**src/rtl/rope_shock_handler.sv**
```systemverilog
// rtl/rope_shock_handler.sv - rope electro-status consumer: hit latch, debounce, stun/cooldown FSM, blink enables
module rope_shock_handler #(
  parameter int ROPES           = 6,
  parameter int DEBOUNCE_FRAMES = 2,
  parameter int STUN_FRAMES     = 45,
  parameter int COOLDOWN_FRAMES = 60,
  parameter int BLINK_FRAMES    = 8
) (
  input  logic                  clk,
  input  logic                  resetN,
  input  logic                  startOfFrame,
  input  logic [ROPES-1:0][1:0] electroStatus,
  input  logic [ROPES-1:0]      ropeHit,
  output logic                  shockPulse,
  output logic [2:0]            shockRope,
  output logic                  playerFrozen,
  output logic                  invulnerable,
  output logic [ROPES-1:0]      ropeBlink,
  output logic [3:0]            shockCount
);

  typedef enum logic [1:0] {
    IDLE     = 2'd0,
    STUN     = 2'd1,
    COOLDOWN = 2'd2
  } state_t;

  localparam logic [2:0] DB_LAST    = 3'(DEBOUNCE_FRAMES - 1);
  localparam logic [7:0] STUN_LD    = 8'(STUN_FRAMES);
  localparam logic [7:0] COOL_LD    = 8'(COOLDOWN_FRAMES);
  localparam logic [7:0] BLINK_LAST = 8'(BLINK_FRAMES - 1);

  state_t           state;
  logic [2:0]       dbCnt;
  logic [7:0]       timer;
  logic [ROPES-1:0] hitLatch;
  logic [ROPES-1:0] qualHit;
  logic [ROPES-1:0] evalHit;
  logic             lethal;
  logic [2:0]       firstIdx;
  logic [7:0]       blinkCnt;
  logic             blinkPhase;
  logic [ROPES-1:0] blinkNext;

  // A hit only counts when the player touches a rope that is lethal in that very cycle
  always_comb begin
    qualHit = '0;
    for (int i = 0; i < ROPES; i++) begin
      qualHit[i] = ropeHit[i] && (electroStatus[i] == 2'b10);
    end
  end

  // Frame verdict: latched hits plus hits arriving in the SOF cycle itself (they belong to the ending frame)
  always_comb begin
    evalHit  = hitLatch | qualHit;
    lethal   = |evalHit;
    firstIdx = '0;
    for (int i = ROPES - 1; i >= 0; i--) begin
      if (evalHit[i]) firstIdx = 3'(i);
    end
  end

  // Accumulate qualified hits over the frame; the SOF cycle consumes them and starts a fresh frame
  always_ff @(posedge clk or negedge resetN) begin
    if (!resetN) begin
      hitLatch <= '0;
    end else if (startOfFrame) begin
      hitLatch <= '0;
    end else begin
      hitLatch <= hitLatch | qualHit;
    end
  end

  // Shock state machine: debounce in IDLE, timed STUN then COOLDOWN, all registered outputs
  always_ff @(posedge clk or negedge resetN) begin
    if (!resetN) begin
      state        <= IDLE;
      dbCnt        <= '0;
      timer        <= '0;
      shockPulse   <= 1'b0;
      shockRope    <= '0;
      shockCount   <= '0;
      playerFrozen <= 1'b0;
      invulnerable <= 1'b0;
    end else begin
      shockPulse <= 1'b0;
      if (startOfFrame) begin
        case (state)
          IDLE: begin
            if (lethal) begin
              if (dbCnt == DB_LAST) begin
                shockPulse   <= 1'b1;
                shockRope    <= firstIdx;
                if (shockCount != 4'd15) shockCount <= shockCount + 4'd1;
                timer        <= STUN_LD;
                dbCnt        <= '0;
                state        <= STUN;
                playerFrozen <= 1'b1;
                invulnerable <= 1'b1;
              end else begin
                dbCnt <= dbCnt + 3'd1;
              end
            end else begin
              dbCnt <= '0;
            end
          end
          STUN: begin
            if (timer == 8'd1) begin
              timer        <= COOL_LD;
              state        <= COOLDOWN;
              playerFrozen <= 1'b0;
            end else begin
              timer <= timer - 8'd1;
            end
          end
          COOLDOWN: begin
            if (timer == 8'd1) begin
              timer        <= '0;
              dbCnt        <= '0;
              state        <= IDLE;
              invulnerable <= 1'b0;
            end else begin
              timer <= timer - 8'd1;
            end
          end
          default: begin
            state        <= IDLE;
            dbCnt        <= '0;
            timer        <= '0;
            playerFrozen <= 1'b0;
            invulnerable <= 1'b0;
          end
        endcase
      end
    end
  end

  // Free-running warning blink: phase flips once every BLINK_FRAMES frames
  always_ff @(posedge clk or negedge resetN) begin
    if (!resetN) begin
      blinkCnt   <= BLINK_LAST;
      blinkPhase <= 1'b1;
    end else if (startOfFrame) begin
      if (blinkCnt == 8'd0) begin
        blinkCnt   <= BLINK_LAST;
        blinkPhase <= ~blinkPhase;
      end else begin
        blinkCnt <= blinkCnt - 8'd1;
      end
    end
  end

  // Per-rope overlay enable: warning blinks, lethal is solid, idle/unused code is dark
  always_comb begin
    blinkNext = '0;
    for (int i = 0; i < ROPES; i++) begin
      case (electroStatus[i])
        2'b01:   blinkNext[i] = blinkPhase;
        2'b10:   blinkNext[i] = 1'b1;
        default: blinkNext[i] = 1'b0;
      endcase
    end
  end

  // Register the overlay enables so the drawing block sees a clean value every cycle
  always_ff @(posedge clk or negedge resetN) begin
    if (!resetN) begin
      ropeBlink <= '0;
    end else begin
      ropeBlink <= blinkNext;
    end
  end

endmodule
```
**config.mk**
```make
export PLATFORM = sky130hd
export DESIGN_NAME = rope_shock_handler
export DESIGN_NICKNAME = d
export VERILOG_FILES = /design/src/rtl/rope_shock_handler.sv
export SDC_FILE = /design/constraint.sdc
export NUM_CORES = 1
export LEC_CHECK = 0
export BUFFER_PORTS_ARGS = -buffer_cell sky130_fd_sc_hd__buf_2
export CELL_PAD_IN_SITES_DETAIL_PLACEMENT = 0
export CELL_PAD_IN_SITES_GLOBAL_PLACEMENT = 1
export CORE_MARGIN = 2
export CORE_UTILIZATION = 39
export DETAILED_ROUTE_END_ITERATION = 8
export MAX_ROUTING_LAYER = met4
export PLACE_DENSITY_LB_ADDON = 0.12
export REMOVE_ABC_BUFFERS = 1
export SLEW_MARGIN = 30
export SYNTH_ARGS = -nofsm -noshare
export SYNTH_HDL_FRONTEND = slang
export SYNTH_SLANG_ARGS = --single-unit
```
**constraint.sdc**
```tcl
create_clock -name clk -period 2.3 [get_ports clk]
set_input_delay 0.115 -clock clk [delete_from_list [all_inputs] [get_ports clk]]
set_output_delay 0.115 -clock clk [all_outputs]
set_load 0.02 [all_outputs]
```
# After elaboration in Yosys (flattened, before gate mapping)
# Cells that the tools add are included.
[op_classes] eq_ne=21 n_bitwise=4 n_addsub=4 reduce_logical=17 mux=37
[ops] cell="8-bit 2-to-1 mux" count=5
[ops] cell="3-bit 2-to-1 mux" count=9
[ops] cell="8-bit one-hot mux with 3 select lines" count=1
[ops] cell="5-bit AND reduction" count=4
[ops] cell="8-bit by 1-bit subtractor with 8-bit output (second input constant)" count=2
[ops] cell="2-bit by 1-bit equality test with 1-bit output (second input constant)" count=7
[ops] cell="2-bit equality test (second input constant)" count=7
[ops] cell="1-bit one-hot mux with 2 select lines" count=6
[ops] cell="3-bit one-hot mux with 3 select lines" count=1
[ops] cell="8-bit by 1-bit equality test with 1-bit output (second input constant)" count=1
[ops] cell="8-bit logical NOT" count=1
[ops] cell="2-bit 2-to-1 mux" count=4
[ops] cell="2-bit inequality test (second input constant)" count=4
[ops] cell="1-bit 2-to-1 mux" count=7
[ops] cell="1-bit logical AND" count=6
[ops] cell="6-bit 2-to-1 mux" count=1
[ops] cell="6-bit bitwise OR" count=1
[ops] cell="1-bit one-hot mux with 3 select lines" count=2
[ops] cell="2-bit one-hot mux with 3 select lines" count=1
[ops] cell="3-bit AND reduction" count=2
[ops] cell="6-bit OR reduction" count=1
[ops] cell="4-bit by 1-bit adder with 4-bit output (second input constant)" count=1
[ops] cell="4-bit inequality test (second input constant)" count=1
[ops] cell="4-bit AND reduction" count=1
[ops] cell="other kinds (5)" count=7
[totals] wordCells=95 regBits=44 in_bits=21

# Logic depth before layout (Yosys ltp)
[depth] ltp_word=9 ltp_mapped=9 depth_no_buf=8

# Least setup slack after synthesis
# No wires, ideal clock.
[synth_path] path_kind="reg2reg" startpoint="register timer[1]" endpoint="register dbCnt[2]" path_slack_ps=503 path_stages_with_launch=8 t_arrival_ps=1676 setup_time_ps=121 required_ps=2179 synth_period_minus_slack_ps=1797 path_cell_list="dfrtp_1 inv_1 ha_1 or4b_4 nor2_4 o211ai_2 a31o_1 a22o_1"
[synth_via] elab_chain_cells=3
[synth_lines] element="start: declaration" line="35" text="logic [7:0] timer;"
[synth_lines] element="start signal: assignment" line="113" text="timer <= timer - 8'd1;"
[synth_lines] element="start signal: assignment" line="123" text="timer <= timer - 8'd1;"
[synth_lines] element="8-bit by 1-bit equality test with 1-bit output" line="117" text="if (timer == 8'd1) begin"
[synth_lines] element="2-bit inequality test (no source line)"
[synth_lines] element="3-bit AND reduction (no source line)"
[synth_lines] element="end signal: assignment" line="101" text="dbCnt <= dbCnt + 3'd1;"
[synth_lines] element="end: declaration" line="34" text="logic [2:0] dbCnt;"
# No other way between the ends.
# A chain may end at the register's enable or synchronous reset.

# Worst setup path after layout
# Same ends and word-level chain as after synthesis.

==> flow_metrics.env <==
export IMPL_p_sw_mw=1.10
export IMPL_required_ns=2.50
export IMPL_yosysSeqAreaShare_pct=45.7
export IMPL_cp_arrival_ns=2.23
export IMPL_cts_tree="built"
export IMPL_critPathMaxStageDelay_ns=0.50
export IMPL_insertion_delay_ns=0.30
export IMPL_start_util_pct=40.6
export IMPL_synth_seq_cells=44
export IMPL_die_area_um2=6850
export IMPL_numCtsBuffers=5
export IMPL_netlist_top_cells_area="dfrtp_1, ha_1, a21oi_1"
export IMPL_drc=0
export IMPL_fin_nets=335
export IMPL_ir_worst_vdd_mv=0.610
export IMPL_slew_viol_final=0
export IMPL_drt_antenna_violating_nets=0
export IMPL_endpoint_kind="register"
export IMPL_grt_overflow=0
export IMPL_synthToLayoutAreaGrowth_pct=16.9
export IMPL_cts_root_buf="clkbuf_8"
export IMPL_clock_sinks=44
export IMPL_clock_fmax_mhz=492
export IMPL_syn_instance_count=253
export IMPL_drive_gt1_share_pct=22.8
export IMPL_core_area_um2=5960
export IMPL_p_sw_share_pct=38.9
export IMPL_holdWs_ns=0.0765
export IMPL_drt_iter0_drc=73
export IMPL_htree_levels=2
export IMPL_die_w_um=82.8
export IMPL_synth_cell_types=49
export IMPL_firstDrtPassIters=4
export IMPL_p_leak_nw=1.39
export IMPL_synth_largest_area_cell="dfrtp_1"
export IMPL_critPathLaunch="timer[1]$_DFFE_PN0P_"
export IMPL_final_cell_mix="dfrtp_1, buf_2, nor2_1"
export IMPL_cp_num_buf_inv=1
export IMPL_power_frac_clock_pct=18.4
export IMPL_run_status="completed"
export IMPL_min_period_ns=2.03
export IMPL_setup_tns_ns=0
export IMPL_grt_max_degree=45
export IMPL_antenna_cells=0
export IMPL_yosysWarnings=0
export IMPL_worst_pin_slew_ns=0.638
export IMPL_crit_family="simple AND/OR/NAND/NOR gates"
export IMPL_grt_antenna_before_repair=0
export IMPL_layout_commonest_cell="dfrtp_1"
export IMPL_intPower_mw=1.73
export IMPL_postSynthAreaPerCell_um2=9.56
export IMPL_numPortBuffers=36
export IMPL_crit_chain="inv_1 > ha_1 > or4b_4 > nor2_4 > o211ai_2 > a31o_1 > a22o_1"
export IMPL_drt_wirelength_per_cell_um=13.3
export IMPL_crit_slowest_cell="or4b_4"
export IMPL_power_density_nw_per_um2=1000
export IMPL_synth_top_cell_area_share_pct=41.4
export IMPL_p_comb_share_pct=38.5
export IMPL_globalRouteTotalUtil_pct=16.6
export IMPL_routabilityCongestion=0.766
export IMPL_cp_start_kind="register"
export IMPL_syn_area_um2=2420
export IMPL_path_clk_slew_ns=0.09
export IMPL_clk_path_buf_depth=2
export IMPL_worstSetupEndpoint="dbCnt[2]$_DFFE_PN0P_"
export IMPL_r2r_start="timer[1]$_DFFE_PN0P_"
export IMPL_setup_viol_count_final=0
export IMPL_totalWireLength_mm=4.94
export IMPL_cp_max_fo=10
export IMPL_post_route_period_util_pct=88.4
export IMPL_path_depth=7
export IMPL_num_vias=1882
export IMPL_rsz0062_at_grt="no"
export IMPL_relSlewSlack_pct=57.0
export IMPL_r2r_setup_slack_ns=0.27
export IMPL_dp_hpwl_mm=3.60
export IMPL_hold_class="primary input to register"
export IMPL_max_cap_viol_count=0
export IMPL_skew_ns=0.00633
export IMPL_vias_per_cell=5.05
export IMPL_crit_type="register to register"
export IMPL_chipHeight_um=82.8
export IMPL_fp_row_count=28
export IMPL_hold_viol=0
export IMPL_first_global_vias=1796
export IMPL_grt_pass1_wl_mm=8.44
export IMPL_r2r_cells=7
export IMPL_power_frac_seq_pct=43.2
export IMPL_io_pins=37
export IMPL_regToRegEndpoint="dbCnt[2]$_DFFE_PN0P_"
-- worst reg2reg max path: stages (launching register included) --
cell and delay (ns):
dfrtp_1 0.38, inv_1 0.09, ha_1 0.14, or4b_4 0.50
nor2_4 0.23, o211ai_2 0.15, a31o_1 0.22, a22o_1 0.22
-- repair_timing --
action,CTS,global route
resized for setup,0,0
hold buffers,1,0
buffers inserted,0,0
endpoints found under the hold margin,40,0
-- synth_stat cells, drive strengths merged --
cell      n
o41ai     1
o21a      1
and4bb    1
a21oi    21
a211oi    1
or4       2
a31oi     1
and4      1
or3       7
o211ai    2
o21ai    20
mux2      3
nand2    18
nor3b     2
a31o      2
clkbuf    5
inv      19
and3      1
and2      4
o21bai    1
o311a     2
buf       5
a311oi    1
xor2      2
xnor2     4
nor3      6
a21o      4
nand3     5
dfrtp    40
nor2b     1
nand2b    6
nor4      2
a22o      2
a22oi     2
nand4     4
nor2     28
a2bb2oi   1
o31ai     1
a32o      2
or4b      1
dfstp     4
ha       17
-- cell type report --
class | instances | area (µm²)
Multi-Input combinational cell | 180 | 1190
Clock inverter | 2 | 15.0
Fill cell | 603 | 3130
Inverter | 19 | 71.3
Timing Repair Buffer | 47 | 265
Tap cell | 75 | 93.8
Sequential cell | 44 | 1110
Clock buffer | 6 | 82.6
-- how the worst min path moves through the flow --
stage	from	to	cells past startpoint
finish	electroStatus[7]	ropeBlink[3]$_DFF_PN0_	3
global route	electroStatus[11]	ropeBlink[5]$_DFF_PN0_	3
CTS	electroStatus[7]	ropeBlink[3]$_DFF_PN0_	3
detailed placement	resetN	ropeBlink[2]$_DFF_PN0_	2
global placement	resetN	ropeBlink[2]$_DFF_PN0_	2
floorplan	resetN	blinkCnt[3]$_DFFE_PN0P_	0
-- routing by layer --
| metal | wire (µm) | global-route usage (%) | part of all wire (%) | vias up |
|---|---|---|---|---|
| met5 | 0 | - | 0 | - |
| met4 | 61 | 4.43 | 1.2 | 0 |
| li1 | - | - | - | 965 |
| met3 | 157 | 4.24 | 3.2 | 7 |
| met2 | 2330 | 26.4 | 47 | 21 |
| met1 | 2400 | 21.3 | 48 | 889 |
-- metrics by stage --
stage | worst slack [ns] | power, mW | cells | cell area [µm²] | util [%]
finish | 0.266 | 2.84 | 373 | 2830 | 47.5
global route | 0.146 | 3.09 | 373 | 2830 | 47.5
CTS | 0.240 | 2.88 | 373 | 2830 | 47.5
detailed placement | 0.268 | 2.35 | 364 | 2720 | 45.7
global placement | 0.309 | 2.34 | 364 | 2720 | 45.7
floorplan | 0.399 | 1.99 | 243 | 2370 | -
-- flip-flops by register name, indices dropped and copies added, names as in the netlist, 2 cells and up --
name / flops
shockRope: 3
ropeBlink: 6
shockCount: 4
hitLatch: 6
timer: 8
dbCnt: 3
state: 2
blinkCnt: 8
-- cell families after synthesis --
logic type / synth area share (%)
DFF: 45.7
adders and majority gates: 8.79
xor gates and xnor gates: 2.17
muxes: 1.40
AOI/OAI and AO/OA: 17.2
and+or+nand+nor: 19.7
buffers and inverters: 4.97
-- power groups by stage --
stage          combinational (mW)  sequential, mW  clock, mW
2_1_floorplan               0.686            1.30          0
3_3_place_gp                 1.10            1.24          0
3_5_place_dp                 1.11            1.24          0
4_1_cts                      1.11            1.23      0.542
5_1_grt                      1.25            1.26      0.572
6_report                     1.09            1.23      0.521
Note: power is estimated with default switching activity, not from simulation.
